===== src/rtl/light_ctrl_pkg.sv =====
// Shared types and defaults for the multi-zone lighting controller.
// Imported by the per-zone FSM and the scheduler top level.
package light_ctrl_pkg;

  typedef enum logic [1:0] {
    Z_OFF  = 2'b00,
    Z_ON   = 2'b01,
    Z_HOLD = 2'b10
  } zone_state_t;

  localparam int DEFAULT_HOLD_CYCLES = 1000000;
  localparam int DEFAULT_TIMER_W     = 20;

endpackage


===== src/rtl/light_zone_fsm.sv =====
// One lighting zone: off / on / hold state machine with a saturating hold timer.
// zone_on is registered from the state, so it trails the state by one edge.
module light_zone_fsm
  import light_ctrl_pkg::*;
#(
  parameter int HOLD_CYCLES = DEFAULT_HOLD_CYCLES,
  parameter int TIMER_W     = DEFAULT_TIMER_W
) (
  input  logic clk,
  input  logic reset,
  input  logic kill,
  input  logic active,
  output logic zone_on
);

  zone_state_t        state_r;
  zone_state_t        state_s;
  logic [TIMER_W-1:0] timer_r;
  logic [TIMER_W-1:0] timer_s;
  logic               zone_on_r;

  // State, timer and output registers
  always_ff @(posedge clk) begin
    if (reset) begin
      state_r   <= Z_OFF;
      timer_r   <= {TIMER_W{1'b0}};
      zone_on_r <= 1'b0;
    end else begin
      state_r   <= state_s;
      timer_r   <= timer_s;
      zone_on_r <= (state_r != Z_OFF);
    end
  end

  // Next-state and timer logic; kill outranks everything
  always_comb begin
    state_s = state_r;
    timer_s = timer_r;
    if (kill) begin
      state_s = Z_OFF;
      timer_s = {TIMER_W{1'b0}};
    end else begin
      case (state_r)
        Z_OFF: begin
          if (active) begin
            state_s = Z_ON;
          end else begin
            state_s = Z_OFF;
          end
        end
        Z_ON: begin
          if (!active) begin
            state_s = Z_HOLD;
            timer_s = TIMER_W'(HOLD_CYCLES - 1);
          end else begin
            state_s = Z_ON;
          end
        end
        Z_HOLD: begin
          if (active) begin
            state_s = Z_ON;
          end else if (timer_r == {TIMER_W{1'b0}}) begin
            state_s = Z_OFF;
          end else begin
            timer_s = timer_r - {{(TIMER_W-1){1'b0}}, 1'b1};
          end
        end
        default: begin
          state_s = Z_OFF;
          timer_s = {TIMER_W{1'b0}};
        end
      endcase
    end
  end

  assign zone_on = zone_on_r;

endmodule


===== src/rtl/light_zone_scheduler.sv =====
// Multi-zone lighting scheduler: per-zone FSMs feeding a single round-robin
// command port that only reports changes against the driver-acknowledged state.
module light_zone_scheduler
  import light_ctrl_pkg::*;
#(
  parameter int N_ZONES     = 4,
  parameter int ZONE_W      = 2,
  parameter int HOLD_CYCLES = DEFAULT_HOLD_CYCLES,
  parameter int TIMER_W     = DEFAULT_TIMER_W
) (
  input  logic               clk,
  input  logic               reset,
  input  logic               enable,
  input  logic [N_ZONES-1:0] motion,
  input  logic [N_ZONES-1:0] override_on,
  input  logic [N_ZONES-1:0] override_off,
  output logic               cmd_valid,
  input  logic               cmd_ready,
  output logic [ZONE_W-1:0]  cmd_zone,
  output logic               cmd_on,
  output logic [N_ZONES-1:0] zone_on,
  output logic [N_ZONES-1:0] pending
);

  logic [N_ZONES-1:0] zone_on_s;
  logic [N_ZONES-1:0] pending_s;
  logic [N_ZONES-1:0] driven_r;
  logic [ZONE_W-1:0]  rr_ptr_r;
  logic               cmd_valid_r;
  logic [ZONE_W-1:0]  cmd_zone_r;
  logic               cmd_on_r;
  logic               found_s;
  logic [ZONE_W-1:0]  sel_s;
  logic [ZONE_W-1:0]  cand_s;

  for (genvar z = 0; z < N_ZONES; z++) begin : g_zone
    light_zone_fsm #(
      .HOLD_CYCLES (HOLD_CYCLES),
      .TIMER_W     (TIMER_W)
    ) u_fsm (
      .clk     (clk),
      .reset   (reset),
      .kill    (override_off[z] | ~enable),
      .active  (override_on[z] | motion[z]),
      .zone_on (zone_on_s[z])
    );
  end

  assign pending_s = zone_on_s ^ driven_r;

  // Round-robin search starting just after the last granted zone
  always_comb begin
    found_s = 1'b0;
    sel_s   = {ZONE_W{1'b0}};
    cand_s  = {ZONE_W{1'b0}};
    for (int i = 1; i <= N_ZONES; i++) begin
      cand_s = ZONE_W'((int'(rr_ptr_r) + i) % N_ZONES);
      if (!found_s && pending_s[cand_s]) begin
        found_s = 1'b1;
        sel_s   = cand_s;
      end else begin
        found_s = found_s;
      end
    end
  end

  // Command register, acknowledged-state tracking and grant pointer
  always_ff @(posedge clk) begin
    if (reset) begin
      driven_r    <= {N_ZONES{1'b0}};
      rr_ptr_r    <= ZONE_W'(N_ZONES - 1);
      cmd_valid_r <= 1'b0;
      cmd_zone_r  <= {ZONE_W{1'b0}};
      cmd_on_r    <= 1'b0;
    end else if (cmd_valid_r) begin
      // Payload is frozen until accepted; a late change re-pends afterwards
      if (cmd_ready) begin
        driven_r[cmd_zone_r] <= cmd_on_r;
        rr_ptr_r             <= cmd_zone_r;
        cmd_valid_r          <= 1'b0;
      end
    end else if (found_s) begin
      cmd_valid_r <= 1'b1;
      cmd_zone_r  <= sel_s;
      cmd_on_r    <= zone_on_s[sel_s];
    end
  end

  assign cmd_valid = cmd_valid_r;
  assign cmd_zone  = cmd_zone_r;
  assign cmd_on    = cmd_on_r;
  assign zone_on   = zone_on_s;
  assign pending   = pending_s;

endmodule


===== config.mk =====
export PLATFORM = sky130hd
export DESIGN_NAME = light_zone_scheduler
export DESIGN_NICKNAME = d
export VERILOG_FILES = /design/src/rtl/light_ctrl_pkg.sv /design/src/rtl/light_zone_fsm.sv /design/src/rtl/light_zone_scheduler.sv
export SDC_FILE = /design/constraint.sdc
export NUM_CORES = 1
export LEC_CHECK = 0
export CAP_MARGIN = 20
export CORE_MARGIN = 4
export CORE_UTILIZATION = 63
export CTS_CLUSTER_DIAMETER = 80
export DETAILED_ROUTE_END_ITERATION = 6
export PLACE_DENSITY_LB_ADDON = 0.05
export SLEW_MARGIN = 15
export SYNTH_ARGS = -nofsm -noshare
export SYNTH_HDL_FRONTEND = slang
export SYNTH_HIERARCHICAL = 1
export SYNTH_SLANG_ARGS = --single-unit

===== constraint.sdc =====
create_clock -name clk -period 5.69 [get_ports clk]
set_clock_uncertainty 0.2 [all_clocks]
set_input_delay 1.138 -clock clk [delete_from_list [all_inputs] [get_ports clk]]
set_output_delay 1.138 -clock clk [all_outputs]
set_load 0.1 [all_outputs]

==> results of run 1 <==
[flip-flops by register name, indices dropped and copies added, names as in the netlist]
name,cells
rr_ptr_r,2
g_zone.u_fsm/zone_on,4
g_zone.u_fsm/state_r,8
cmd_valid,1
g_zone.u_fsm/timer_r,80
cmd_on,1
driven_r,4
cmd_zone,2
[through the flow]
stage / hold slack [ns] / total power (uW) / cell area, um2
3_5_place_dp: 0.264 / 863 / 6650
6_report: 0.275 / 1300 / 6840
3_3_place_gp: 0.254 / 860 / 6640
5_1_grt: 0.308 / 1350 / 6840
2_1_floorplan: 0.245 / 828 / 6420
4_1_cts: 0.278 / 1310 / 6840
[layer usage]
layer / global-route usage (%) / routed length (um) / vias to the layer above
li1: - / - / 2987
met1: 37.1 / 7060 / 2971
met2: 44.1 / 7540 / 274
met3: 6.57 / 1200 / 20
met4: 7.75 / 196 / 0
met5: 0 / 0 / -
[cells in the final DEF, fill, tap and decap left out, drive strengths merged, types with 10 or more instances in the layout]
cell           Yosys  final
a21oi             90     90
dfxtp            102    102
nor3              33     33
inv               49     52
a31oi             36     36
nand4             32     32
clkdlybuf4s50      0     27
ha                24     24
or2               12     12
nand2             34     34
o211ai            29     29
nor4              17     17
nand3             42     42
nor2              64     64
o21ai             60     60
and3              10     10
[critical path: stages (launching register included)]
cell,delay [ns]
dfxtp_1,0.45
xor2_1,0.43
clkdlybuf4s50_1,1.22
[where the power goes]
group / leakage [uW] / total [uW] / internal [uW] / switching, uW
clock network: 0.0000938 / 451 / 169 / 282
logic: 0.00138 / 120 / 40.7 / 79.6
registers: 0.000823 / 728 / 719 / 8.77
[cell families after synthesis]
group	synth area share, %
flip-flops	31.8
buffers and inverters	6.64
AND/OR/NAND/NOR	26.8
AO/OA/AOI/OAI	27.5
adder cells (fa/ha/maj)	4.67
XOR/XNOR	1.44
multiplexers	1.09
[worst max path at each step]
stage | from | to | slack [ns]
after floorplan | g_zone[2].u_fsm/zone_on | pending[2] | 1.76
after global placement | motion[3] | g_zone[3].u_fsm/timer_r[9] | 2.01
after detailed placement | motion[3] | g_zone[3].u_fsm/timer_r[16] | 1.84
after CTS | g_zone[2].u_fsm/zone_on | pending[2] | 1.85
after global routing | g_zone[2].u_fsm/zone_on | pending[2] | 1.74
final | g_zone[2].u_fsm/zone_on | pending[2] | 1.87
[cell type report]
type / instances / area [um2]
well taps: 133 / 166
fillers: 796 / 3030
flip-flops and latches: 102 / 2040
multi-input cells: 606 / 3970
inverters: 49 / 184
clock buffers: 9 / 124
repair buffers: 30 / 293
clock inverters: 7 / 65.1
==> results.md, run 1 <==
* Status: complete, no violations
* DRT iter0 DRCs at 571
* Final Hold Vio Count at 0
* Worst R2R Path Depth at 6
* Synth Flop Type: dfxtp_1
* P&R area growth vs syn at 6.45%
* Tcrit/Tclk final at 67.2%
* Pwr Density at 190 nW/um2
* Via-to-Cell Ratio at 6.68
* Setup bufs post-CTS at 0
* Kind of critical path: reg -> out
* Horiz. Die Dim at 109 um
* Post-synth ARST share at 0%
* HPWL Detailed at 11.2 mm
* Clock sink total at 102
* Final setup violation count at 0
* Clock period minus worst slack at 3.82 ns
* PortBufs at 27
* Clock buffer depth at 2
* Crit start category: register
* Leakage power at 0.00229 uW
* Number of synthesized flops with an enable pin at 0
* Initial Util at 65.1%
* Hold path depth at 2
* Top-count cell post-synth: dfxtp_1
* Total die area at 11900 um2
* Arr. time, crit path at 2.48 ns
* Via count at 6252
* Hold_buf cts at 0
* Worst Hold Launch: g_zone[0].u_fsm/timer_r[1]
* Vias in the first global route at 5714
* Final wirelength at 16.0 mm
* Grt ovf at 0
* Ys Warns at 6
* Gp weighted congestion at 0.934
* Fmax at 262 MHz
* Antenna-violating nets left at 0
* Setup TNS at 0 ns
* Worst slew margin at 34.0%
* DR DRC count at 0
* Root buf cell: clkbuf_8
* Worst-Skew Late Latency at 0.39 ns
* Seq/Total Area, Yosys at 31.8%
* ANT cells at 0
* Clk slew on worst S/H paths at 0.11 ns
* Core footprint at 9860 um2
* Post-synth top area share at 31.8%
* Final Non-Filler Cells at 936
* CP max FO at 5
* Reg-to-Reg End: g_zone[3].u_fsm/timer_r[16]
* Top post-synthesis cells by area: dfxtp_1, a21oi_1, ha_1, o21ai_1, nor2_1
* Ports at 28
* GRT Overall Usage at 27.6%
* RSZ-0062 raised after global routing: no
* CTS tree: done
* Cts bufs inserted at 9
* Post-place setup slack at 1.84 ns
* Area leader, netlist: dfxtp_1
* PnR worst setup slack at 1.87 ns
* Tightest Pin Transition at 0.987 ns
* Net count after synthesis at 842
* R2r startpoint: g_zone[3].u_fsm/state_r[1]
* Peak VDD IR at 0.141 mV
* Max-capacitance violation count at 0
* Cell Area, Synth at 6420 um2
* Share of layout cells above drive strength 1 at 9.71%
* Yosys cell types at 55
* Hold path endpoint: g_zone[0].u_fsm/timer_r[1]
* Mapped Avg Cell Area at 8.01 um2
* Req. time, crit path at 4.35 ns
* #FFs+latches synth at 102
* Worst min-delay path class: reg -> reg
* NumNets Final at 838
* Post-route core utilization at 69.3%
* Initial antenna violation count at 0
* First drt pass iteration count at 5
* Setup crit end kind: primary output
* Cells after synthesis at 802
* Global-route wire length before repair at 26.7 mm
* Die H at 109 um
* Per-cell routed wire length at 17.1 um
* Std cell rows at 36
* Synth cell count leaders: dfxtp_1, a21oi_1, nor2_1
* Slew Viols, Final at 0
* Number of H-tree levels at 3
* Largest net degree at the start of global routing at 23
* Cts repair resizes at 0
* R2r setup slk at 2.83 ns
* Placed cells at 920
Note: power is estimated with default switching activity, not from simulation.
==> run 2: changes to the inputs <==
CORE_UTILIZATION = 56   (was 63)
clock period = 3.43 ns   (was 5.69 ns; I/O delays follow)
==> run 2 against run 1 <==
Net effect:
- final cell count rose by 2.0%
- worst setup slack lost 1.1 ns
- power increased by 97%
- die area increased by 12%
- clock power grew to 2.5 times the previous value
- global-route usage down 2.1 points
- highest routed layer unchanged
- non-clock buffer count is 12 higher
- wire length grew 3.0%
- utilization is 5.4 points lower
- via count down 0.26%
==> results.md, run 2 (synthesized netlist as in run 1, its figures left out) <==
* Status: complete, no violations
* Clock period minus worst slack at 2.71 ns
* Vias in the first global route at 5943
* Clk slew on worst S/H paths at 0.07 ns
* Final Hold Vio Count at 0
* P&R area growth vs syn at 9.78%
* Setup crit end kind: register
* Number of H-tree levels at 3
* Req. time, crit path at 3.52 ns
* Worst-Skew Late Latency at 0.35 ns
* Gp weighted congestion at 0.896
* Via count at 6236
* Placed cells at 939
* Final setup violation count at 0
* Leakage power at 0.00245 uW
* Global-route wire length before repair at 28.0 mm
* Clock buffer depth at 2
* Largest net degree at the start of global routing at 19
* Total die area at 13300 um2
* Cts repair resizes at 0
* CP Cell Sequence: clkdlybuf4s50_1 -> or2_2 -> a211oi_1 -> o31ai_2 -> or4_1 -> a21oi_1
* Core footprint at 11000 um2
* CP max FO at 8
* Commonest non-fill, non-tap cell in the layout: dfxtp_1
* Crit start category: input pin
* Post-route core utilization at 63.9%
* Worst min-delay path class: reg -> reg
* Initial antenna violation count at 0
* Initial Util at 58.2%
* Std cell rows at 38
* Pwr Density at 363 nW/um2
* Arr. time, crit path at 2.80 ns
* Hold_buf cts at 0
* Cts bufs inserted at 9
* Slew Viols, Final at 0
* RSZ-0062 raised after global routing: no
* Setup bufs post-CTS at 0
* GRT Overall Usage at 25.5%
* CTS tree: done
* DRT iter0 DRCs at 803
* ANT cells at 0
* Root buf cell: clkbuf_16
* Worst slew margin at 52.3%
* First drt pass iteration count at 5
* Most frequent cells in the layout: dfxtp_1, a21oi_1, nor2_1
* Ports at 28
* Buf/Inv on CP at 1
* Tcrit/Tclk final at 79.0%
* Final Non-Filler Cells at 955
* Kind of critical path: in -> reg
* Peak VDD IR at 0.351 mV
* Grt ovf at 0
* Fillers at 967
* PortBufs at 27
* Setup TNS at 0 ns
* Share of layout cells above drive strength 1 at 12.5%
* Clock sink total at 102
* Worst path slowest cell: or4_1
* Max reg flops at 80
* HPWL Detailed at 11.3 mm
* Final wirelength at 16.5 mm
* Antenna-violating nets left at 0
* Per-cell routed wire length at 17.2 um
* Horiz. Die Dim at 115 um
* CP peak stage delay at 0.54 ns
* NumNets Final at 850
* Top delay family on crit path: simple AND/OR/NAND/NOR gates
* Register bank with the most flops: g_zone.u_fsm/timer_r
* Tightest Pin Transition at 0.711 ns
* DR DRC count at 0
* Die H at 115 um
* Via-to-Cell Ratio at 6.53
* Fmax at 369 MHz
* Largest registers: g_zone.u_fsm/timer_r (80), g_zone.u_fsm/state_r (8)
* Max-capacitance violation count at 0
[run 2: changes by cell type in the layout (fill, tap and decap cells not counted), sizes merged]
cell,before,now
buf,3,27
bufinv,0,2
clkbuf,9,13
clkdlybuf4s50,27,15
clkinv,3,1
clkinvlp,1,0
inv,52,49
[run 2: stage by stage]
step	worst slack (ns)	total power, uW	hold slack (ns)	cell area (um2)
2_1_floorplan	0.139	1370	0.245	6430
3_3_place_gp	0.428	1430	0.255	6720
3_5_place_dp	0.364	1440	0.262	6720
4_1_cts	0.754	2580	0.271	7050
5_1_grt	0.502	2640	0.288	7050
6_report	0.721	2560	0.277	7050
[run 2: worst reg2reg max path: cells and delay by family, from the launching register on]
family                     cells  cell delay [ns]
AOI/OAI and AO/OA              4             1.10
adders and majority gates      1             0.53
buffers and inverters          2             0.41
DFF                            1             0.35
[run 2: where the power goes]
group | total (uW) | leakage, uW | internal, uW | switching (uW)
Clock | 1150 | 0.000166 | 699 | 449
Sequential | 1210 | 0.000823 | 1190 | 14.9
Combinational | 203 | 0.00146 | 69.3 | 133
Total | 2560 | 0.00245 | 1960 | 597
[run 2: cell type report]
type	count	area, um2	area share, %
Multi-Input combinational cell	606	3960	56.2
Sequential cell	102	2040	29.0
Timing Repair Buffer	42	353	5.00
Clock buffer	13	270	3.83
Inverter	49	184	2.61
Tap cell	140	175	2.48
Clock inverter	3	65.1	0.922
[run 2: worst paths after layout]
| check | from | to | slack (ns) | cells past startpoint |
|---|---|---|---|---|
| setup / recovery | motion[3] | g_zone[3].u_fsm/timer_r[11] | 0.72 | 6 |
| hold / removal | g_zone[3].u_fsm/timer_r[0] | g_zone[3].u_fsm/timer_r[0] | 0.28 | 2 |
| setup reg to reg | g_zone[3].u_fsm/state_r[1] | g_zone[3].u_fsm/timer_r[6] | 0.75 | 7 |
| hold reg to reg | g_zone[3].u_fsm/timer_r[0] | g_zone[3].u_fsm/timer_r[0] | 0.28 | 2 |
[run 2: metal layers]
layer,track usage [%],up-vias,share of wire (%)
met5,0,-,0
met4,7.98,0,1.4
met3,5.95,30,6.7
met2,40.2,261,47
met1,34.7,2922,45
li1,-,3023,-
==> run 3: changes to the inputs <==
CORE_UTILIZATION = 61   (was 56)
clock period = 2.8 ns   (was 3.43 ns; I/O delays follow)
==> run 3 against run 2 <==
Net effect:
- combinational power up 28%
- global-route usage up 1.2 points
- utilization up 5.6 points
- non-clock buffer count rose by 25
- largest power group unchanged
- highest routed layer unchanged
==> results.md, run 3 (synthesized netlist as in run 1, its figures left out) <==
* NumNets Final at 875
* Per-cell routed wire length at 16.8 um
* Initial Util at 62.5%
* Routed wl met3 at 1.04 mm
* Pwr Density at 386 nW/um2
* Top Metal Used: met4
* Number of H-tree levels at 3
* First drt pass iteration count at 5
* Met1 wire length at 7.30 mm
* Tcrit/Tclk final at 86.6%
* Register Area at 2040 um2
* Most frequent cells in the layout: dfxtp_1, a21oi_1, nor2_1
* Gp weighted congestion at 0.911
* Kind of critical path: reg -> reg
* CP peak stage delay at 0.51 ns
* Req. time, crit path at 2.90 ns
* DRT iter0 DRCs at 636
* Register bank with the most flops: g_zone.u_fsm/timer_r
* Die H at 111 um
* Root buf cell: clkbuf_8
* Fmax at 413 MHz
* Met2 wire length at 7.83 mm
* ANT cells at 0
* Worst path slowest cell: or4_1
* Global-route wire length before repair at 28.3 mm
* Via count at 6350
* Peak VDD IR at 0.536 mV
* HPWL Detailed at 11.7 mm
* Antenna-violating nets left at 0
* Horiz. Die Dim at 111 um
* CP max FO at 15
* CTS tree: done
* Worst min-delay path class: reg -> reg
* Multi-input logic area at 3990 um2
* Slew Viols, Final at 0
* Vias in the first global route at 6059
* Largest registers: g_zone.u_fsm/timer_r (80), g_zone.u_fsm/state_r (8)
* Max reg flops at 80
* Share of layout cells above drive strength 1 at 15.2%
* Worst slew margin at 61.8%
* Final setup violation count at 0
* Setup crit end kind: register
* Cts bufs inserted at 9
* Leakage power at 0.00252 uW
* Final Non-Filler Cells at 976
* Commonest non-fill, non-tap cell in the layout: dfxtp_1
* Clk slew on worst S/H paths at 0.10 ns
* Ports at 28
* Post-route core utilization at 69.6%
* Final wirelength at 16.4 mm
* DR DRC count at 0
* Initial antenna violation count at 0
* Clock buffer depth at 2
* Via-to-Cell Ratio at 6.51
* Setup bufs post-CTS at 0
* P&R area growth vs syn at 11.3%
* Core footprint at 10300 um2
* Crit start category: register
* Setup TNS at 0 ns
* Max-capacitance violation count at 0
* Largest net degree at the start of global routing at 23
* Tightest Pin Transition at 0.573 ns
* PnR worst setup slack at 0.376 ns
* Total die area at 12200 um2
* Cts repair resizes at 0
* CP Cell Sequence: inv_1 -> ha_1 -> or2_1 -> a21oi_2 -> o31ai_2 -> or4_1 -> a21oi_1
* Std cell rows at 37
* Final Hold Vio Count at 0
* Grt ovf at 0
* Clock sink total at 102
* Post-place setup slack at 0.0555 ns
* Arr. time, crit path at 2.52 ns
* Worst-Skew Late Latency at 0.37 ns
* GRT Overall Usage at 26.7%
* Fillers at 911
* PortBufs at 27
* Placed cells at 960
* RSZ-0062 raised after global routing: no
* Hold_buf cts at 0
* Status: complete, no violations
* Clock period minus worst slack at 2.42 ns
run 3: cell count changes in the layout (fill, tap and decap cells not counted), sizes merged:
cell | before | now
clkinv | 1 | 3
clkinvlp | 0 | 1
buf | 27 | 52
clkbuf | 13 | 10
run 3: layout make-up:
cell class                      instances  share of cell area (%)
Multi-Input combinational cell        606                    55.7
Sequential cell                       102                    28.6
Inverter                               49                    2.57
Clock inverter                          6                    1.21
Tap cell                              136                    2.38
Timing Repair Buffer                   67                    7.73
Clock buffer                           10                    1.78
run 3: critical path: cells and delay by family (launching register included):
kind            cells  cell delay, ns
simple gates        2            0.84
compound gates      3            0.46
flops               1            0.38
fa+ha+maj           1            0.38
buf+inv             1            0.08
run 3: final timing paths:
path,startpoint,endpoint,slack (ns),cells past startpoint
worst min-delay path,g_zone[1].u_fsm/timer_r[1],g_zone[1].u_fsm/timer_r[1],0.28,2
worst max register to register,g_zone[3].u_fsm/state_r[1],g_zone[3].u_fsm/timer_r[15],0.38,7
worst max-delay path,g_zone[3].u_fsm/state_r[1],g_zone[3].u_fsm/timer_r[15],0.38,7
worst min register to register,g_zone[1].u_fsm/timer_r[1],g_zone[1].u_fsm/timer_r[1],0.28,2
run 3: report_power, final:
group / switching (uW) / total [uW] / internal, uW
Clock: 519 / 1020 / 503
Combinational: 164 / 260 / 96.3
Sequential: 18.5 / 1480 / 1460
Total: 701 / 2760 / 2060
run 3: stage by stage:
stage          hold WS, ns  instance area (um2)  total power [uW]
2_1_floorplan        0.245                 6460              1680
3_3_place_gp         0.257                 6940              1770
3_5_place_dp         0.267                 6940              1770
4_1_cts              0.281                 7150              2790
5_1_grt              0.298                 7150              2880
6_report             0.276                 7150              2760
run 3: per-layer routing:
| layer | GRT usage (%) | up-vias |
|---|---|---|
| li1 | - | 3061 |
| met1 | 35.7 | 3034 |
| met2 | 44.7 | 240 |
| met3 | 5.32 | 15 |
| met4 | 5.99 | 0 |
| met5 | 0 | - |
==> variant 1, RTL diff (config.mk and constraints of run 3) <==
Re-encode `zone_state_t` (3 states) as one-hot, 3 bits wide.
--- a/src/rtl/light_ctrl_pkg.sv
+++ b/src/rtl/light_ctrl_pkg.sv
@@ -4,6 +4,6 @@
 
-  typedef enum logic [1:0] {
-    Z_OFF  = 2'b00,
-    Z_ON   = 2'b01,
-    Z_HOLD = 2'b10
+  typedef enum logic [2:0] {
+    Z_OFF  = 3'b001,
+    Z_ON   = 3'b010,
+    Z_HOLD = 3'b100
   } zone_state_t;
Formal check against the unedited RTL: same outputs for any inputs over 4 cycles, from zero or initial values and one cycle with reset high; so few cycles prove little.
==> variant 1 against run 3 <==
- die area is 2.8% lower
- worst setup slack got worse by 200 ps
- synthesized cell count fell by 5.0%
- synthesized area is 3.1% lower
- routed wire length decreased by 5.1%
- design area is 0.42% lower
- sequential cell count is 4 higher
- critical endpoint is now g_zone[3].u_fsm/timer_r[19]
Power is not compared: it rests on default switching activity, and its combinational part moved more than twofold at a synthesized area within 25%.
==> variant 1: results (changes against run 3) <==
metric	value	unit	change
worst-margin pin slew	625	ps	was 573 ps
Seq/Total Area, Yosys	34.1	%	was 31.8%
grt met3 use	5.27	%	was 5.32%
GR Layer Usage met1	36.4	%	was 35.7%
Clk Latency, worst-skew pair	390	ps	was 370 ps
post-DR wirelength/cell	16.2	um	was 16.8 um
Worst R2R Setup Slack	180	ps	was 380 ps
largest net degree at the start of global routing	19		was 23
R2R Path Start	g_zone[3].u_fsm/timer_r[15]		was g_zone[3].u_fsm/state_r[1]
syn nets	786		was 842
met2 Usage GRT	44.2	%	was 44.7%
Critical Path Slowest Stage Cell	or4_4		was or4_1
# placed instances	944		was 960
max incr delay on CP	590	ps	was 510 ps
Hold Startpoint	g_zone[3].u_fsm/timer_r[14]		was g_zone[1].u_fsm/timer_r[1]
filler-free cell count of the finished design	960		was 976
xor/xnor share of the synthesized area	1.67	%	was 1.44%
post-synthesis adder-cell area fraction	1.61	%	was 4.67%
Largest regs	g_zone.u_fsm/timer_r: 80 flops, g_zone.u_fsm/state_r: 12 flops		was g_zone.u_fsm/timer_r: 80 flops, g_zone.u_fsm/state_r: 8 flops
most frequent cells after synthesis	dfxtp_1 (106), nand2_1 (65), nor2_1 (62), o21ai_0 (48), a21oi_1 (45)		was dfxtp_1 (102), a21oi_1 (82), nor2_1 (64), o21ai_1 (49), inv_1 (47)
CP arrival	2710	ps	was 2520 ps
length of routed met3 wiring	1080	um	was 1040 um
# fillers	782		was 911
Fin Hold WS	283	ps	was 276 ps
layout cells sized above 1	15.7	%	was 15.2%
status	complete, no violations		unchanged
Metal-1 WL	6990	um	was 7300 um
[variant 1: cell count changes after synthesis, moves of 15 or more]
cell and delta:
inv_1 -34, a31oi_1 -35, a32o_1 +21, nand2b_1 +20
o31ai_1 +44, o21ai_0 +37, nand4_1 -27, o21ai_1 -46
nor4_1 +15, a21oi_1 -37, o211ai_1 -25, nand2_1 +35
ha_1 -16
[variant 1: area by class of cell]
type                    instances  area, um^2  share of cell area, %
flip-flops and latches        106        2120                   29.8
multi-input cells             609        3910                   55.0
clock buffers                  10         128                   1.79
clock inverters                 6        75.1                   1.05
repair buffers                 81         658                   9.24
well taps                     133         166                   2.34
inverters                      15        56.3                  0.791
[variant 1: worst min-delay path: stages (launching register included)]
cell	delay, ps
dfxtp_1	320
o31ai_1	60
a21oi_1	60
[variant 1: report_power, final]
group	leakage (nW)	switching, mW	internal, mW
clock	0.0990	0.562	0.427
sequential	0.857	0.0471	1.53
combinational	1.81	0.322	0.208
==> variant 2, RTL diff (settings of run 3) <==
Made on the original files. The package constant `DEFAULT_HOLD_CYCLES` goes from 1000000 to 500000.
--- a/src/rtl/light_ctrl_pkg.sv
+++ b/src/rtl/light_ctrl_pkg.sv
@@ -10,3 +10,3 @@
 
-  localparam int DEFAULT_HOLD_CYCLES = 1000000;
+  localparam int DEFAULT_HOLD_CYCLES = 500000;
   localparam int DEFAULT_TIMER_W     = 20;
Function: no difference found for any inputs over 4 cycles, from zero or initial values and one cycle with reset high; that may be too few to reach the edited logic, so the function may still have changed.
==> variant 2 against run 3 <==
- worst setup slack lost 150 ps
- total power up 5.3%
- clock power grew 13%
- sequential cell count is the same
- synthesized area is 1.2% lower
- design area is 0.24% higher
- routed wire length is 2.8% lower
- critical endpoint is now g_zone[1].u_fsm/timer_r[14]
- largest power group unchanged
==> variant 2: results (changes against run 3) <==
metric	value	unit	change
Area contributors post-synth	dfxtp_1 (32%), nand3_1 (4.6%), a21oi_1 (3.9%), ha_1 (3.9%), o211ai_1 (3.8%)		was dfxtp_1 (32%), a21oi_1 (6.4%), ha_1 (4.7%), o21ai_1 (3.8%), nor2_1 (3.7%)
pre-CTS setup slack	6.67	ps	was 55.5 ps
gpl congestion	0.911		about the same
R2R Path Start	g_zone[1].u_fsm/state_r[0]		was g_zone[3].u_fsm/state_r[1]
dpl hpwl	11100	um	was 11700 um
Vias	6251		was 6350
vias in the first global route	5956		was 6059
CP arrival	2650	ps	was 2520 ps
status	complete, no violations		unchanged
syn nets	810		was 842
Critical Path Slowest Stage Cell	a21o_1		was or4_1
Netlist cell types	60		was 55
Seq/Total Area, Yosys	32.2	%	was 31.8%
post-synthesis mux area share	1.10	%	was 1.09%
placed inst area	6920	um^2	was 6940 um^2
Crit path max-delay family	compound AO/OA/AOI/OAI gates		was simple AND/OR/NAND/NOR gates
P_sw	0.731	mW	was 0.701 mW
max incr delay on CP	410	ps	was 510 ps
Clk Latency, worst-skew pair	390	ps	was 370 ps
post-synthesis adder-cell area fraction	3.94	%	was 4.67%
final net count	848		was 875
layout cells sized above 1	14.8	%	was 15.2%
most frequent cells after synthesis	dfxtp_1 (102), nand2_1 (58), nand3_1 (58), nor2_1 (52), a21oi_1 (50)		was dfxtp_1 (102), a21oi_1 (82), nor2_1 (64), o21ai_1 (49), inv_1 (47)
# placed instances	934		was 960
crit-path max FO	21		was 15
Initial DRT Pass Iterations	7		was 5
vias per cell	6.58		was 6.51
Mapped Cells	774		was 802
min-delay worst type	reg2reg		unchanged
Startpoint Class	flip-flop		unchanged
worst-margin pin slew	692	ps	was 573 ps
Iteration-0 DRC Markers	545		was 636
worst vdd ir	0.000297	V	was 0.000536 V
post-synthesis compound-gate area fraction	26.6	%	was 27.5%
[variant 2: power groups by stage]
stage / sequential [mW] / clock [mW] / combinational [mW]
floorplan: 1.55 / 0 / 0.142
global placement: 1.51 / 0 / 0.267
detailed placement: 1.51 / 0 / 0.272
CTS: 1.48 / 1.17 / 0.274
global route: 1.48 / 1.23 / 0.295
finish: 1.48 / 1.15 / 0.275
[variant 2: cell type report]
class	count	area [um^2]
clock buffer	11	141
clock inverter	5	106
fill	808	2790
inverter	33	124
multi-input combinational	594	4000
sequential	102	2040
tap	133	166
timing repair buffer	72	591
[variant 2: cells by family after synthesis]
logic type,count (synthesis)
multiplexers,7
adder cells (fa/ha/maj),20
buffers and inverters,78
AO/OA/AOI/OAI,244
XOR/XNOR,16
flip-flops,102
AND/OR/NAND/NOR,307
[variant 2: worst paths after layout]
path	cells after the start	end	slack [ps]
setup / recovery	7	g_zone[1].u_fsm/timer_r[14]	230
setup reg to reg	7	g_zone[1].u_fsm/timer_r[14]	230
hold / removal	2	g_zone[1].u_fsm/timer_r[1]	290
hold reg to reg	2	g_zone[1].u_fsm/timer_r[1]	290
[variant 2: worst min-delay path: stages, from the launching register on]
cell and delay, ps:
dfxtp_1 340, nand2_1 60, a21oi_1 50
[variant 2: layer usage]
layer  share of wire, %  GRT usage (%)  vias to the layer above  routed length (um)
met1                 44           36.4                     2977                7020
met4                1.4           9.53                        0                 216
met5                  0              0                        -                   0
li1                   -              -                     2994                   -
met2                 48           45.7                      255                7580
met3                6.8           5.42                       25                1080
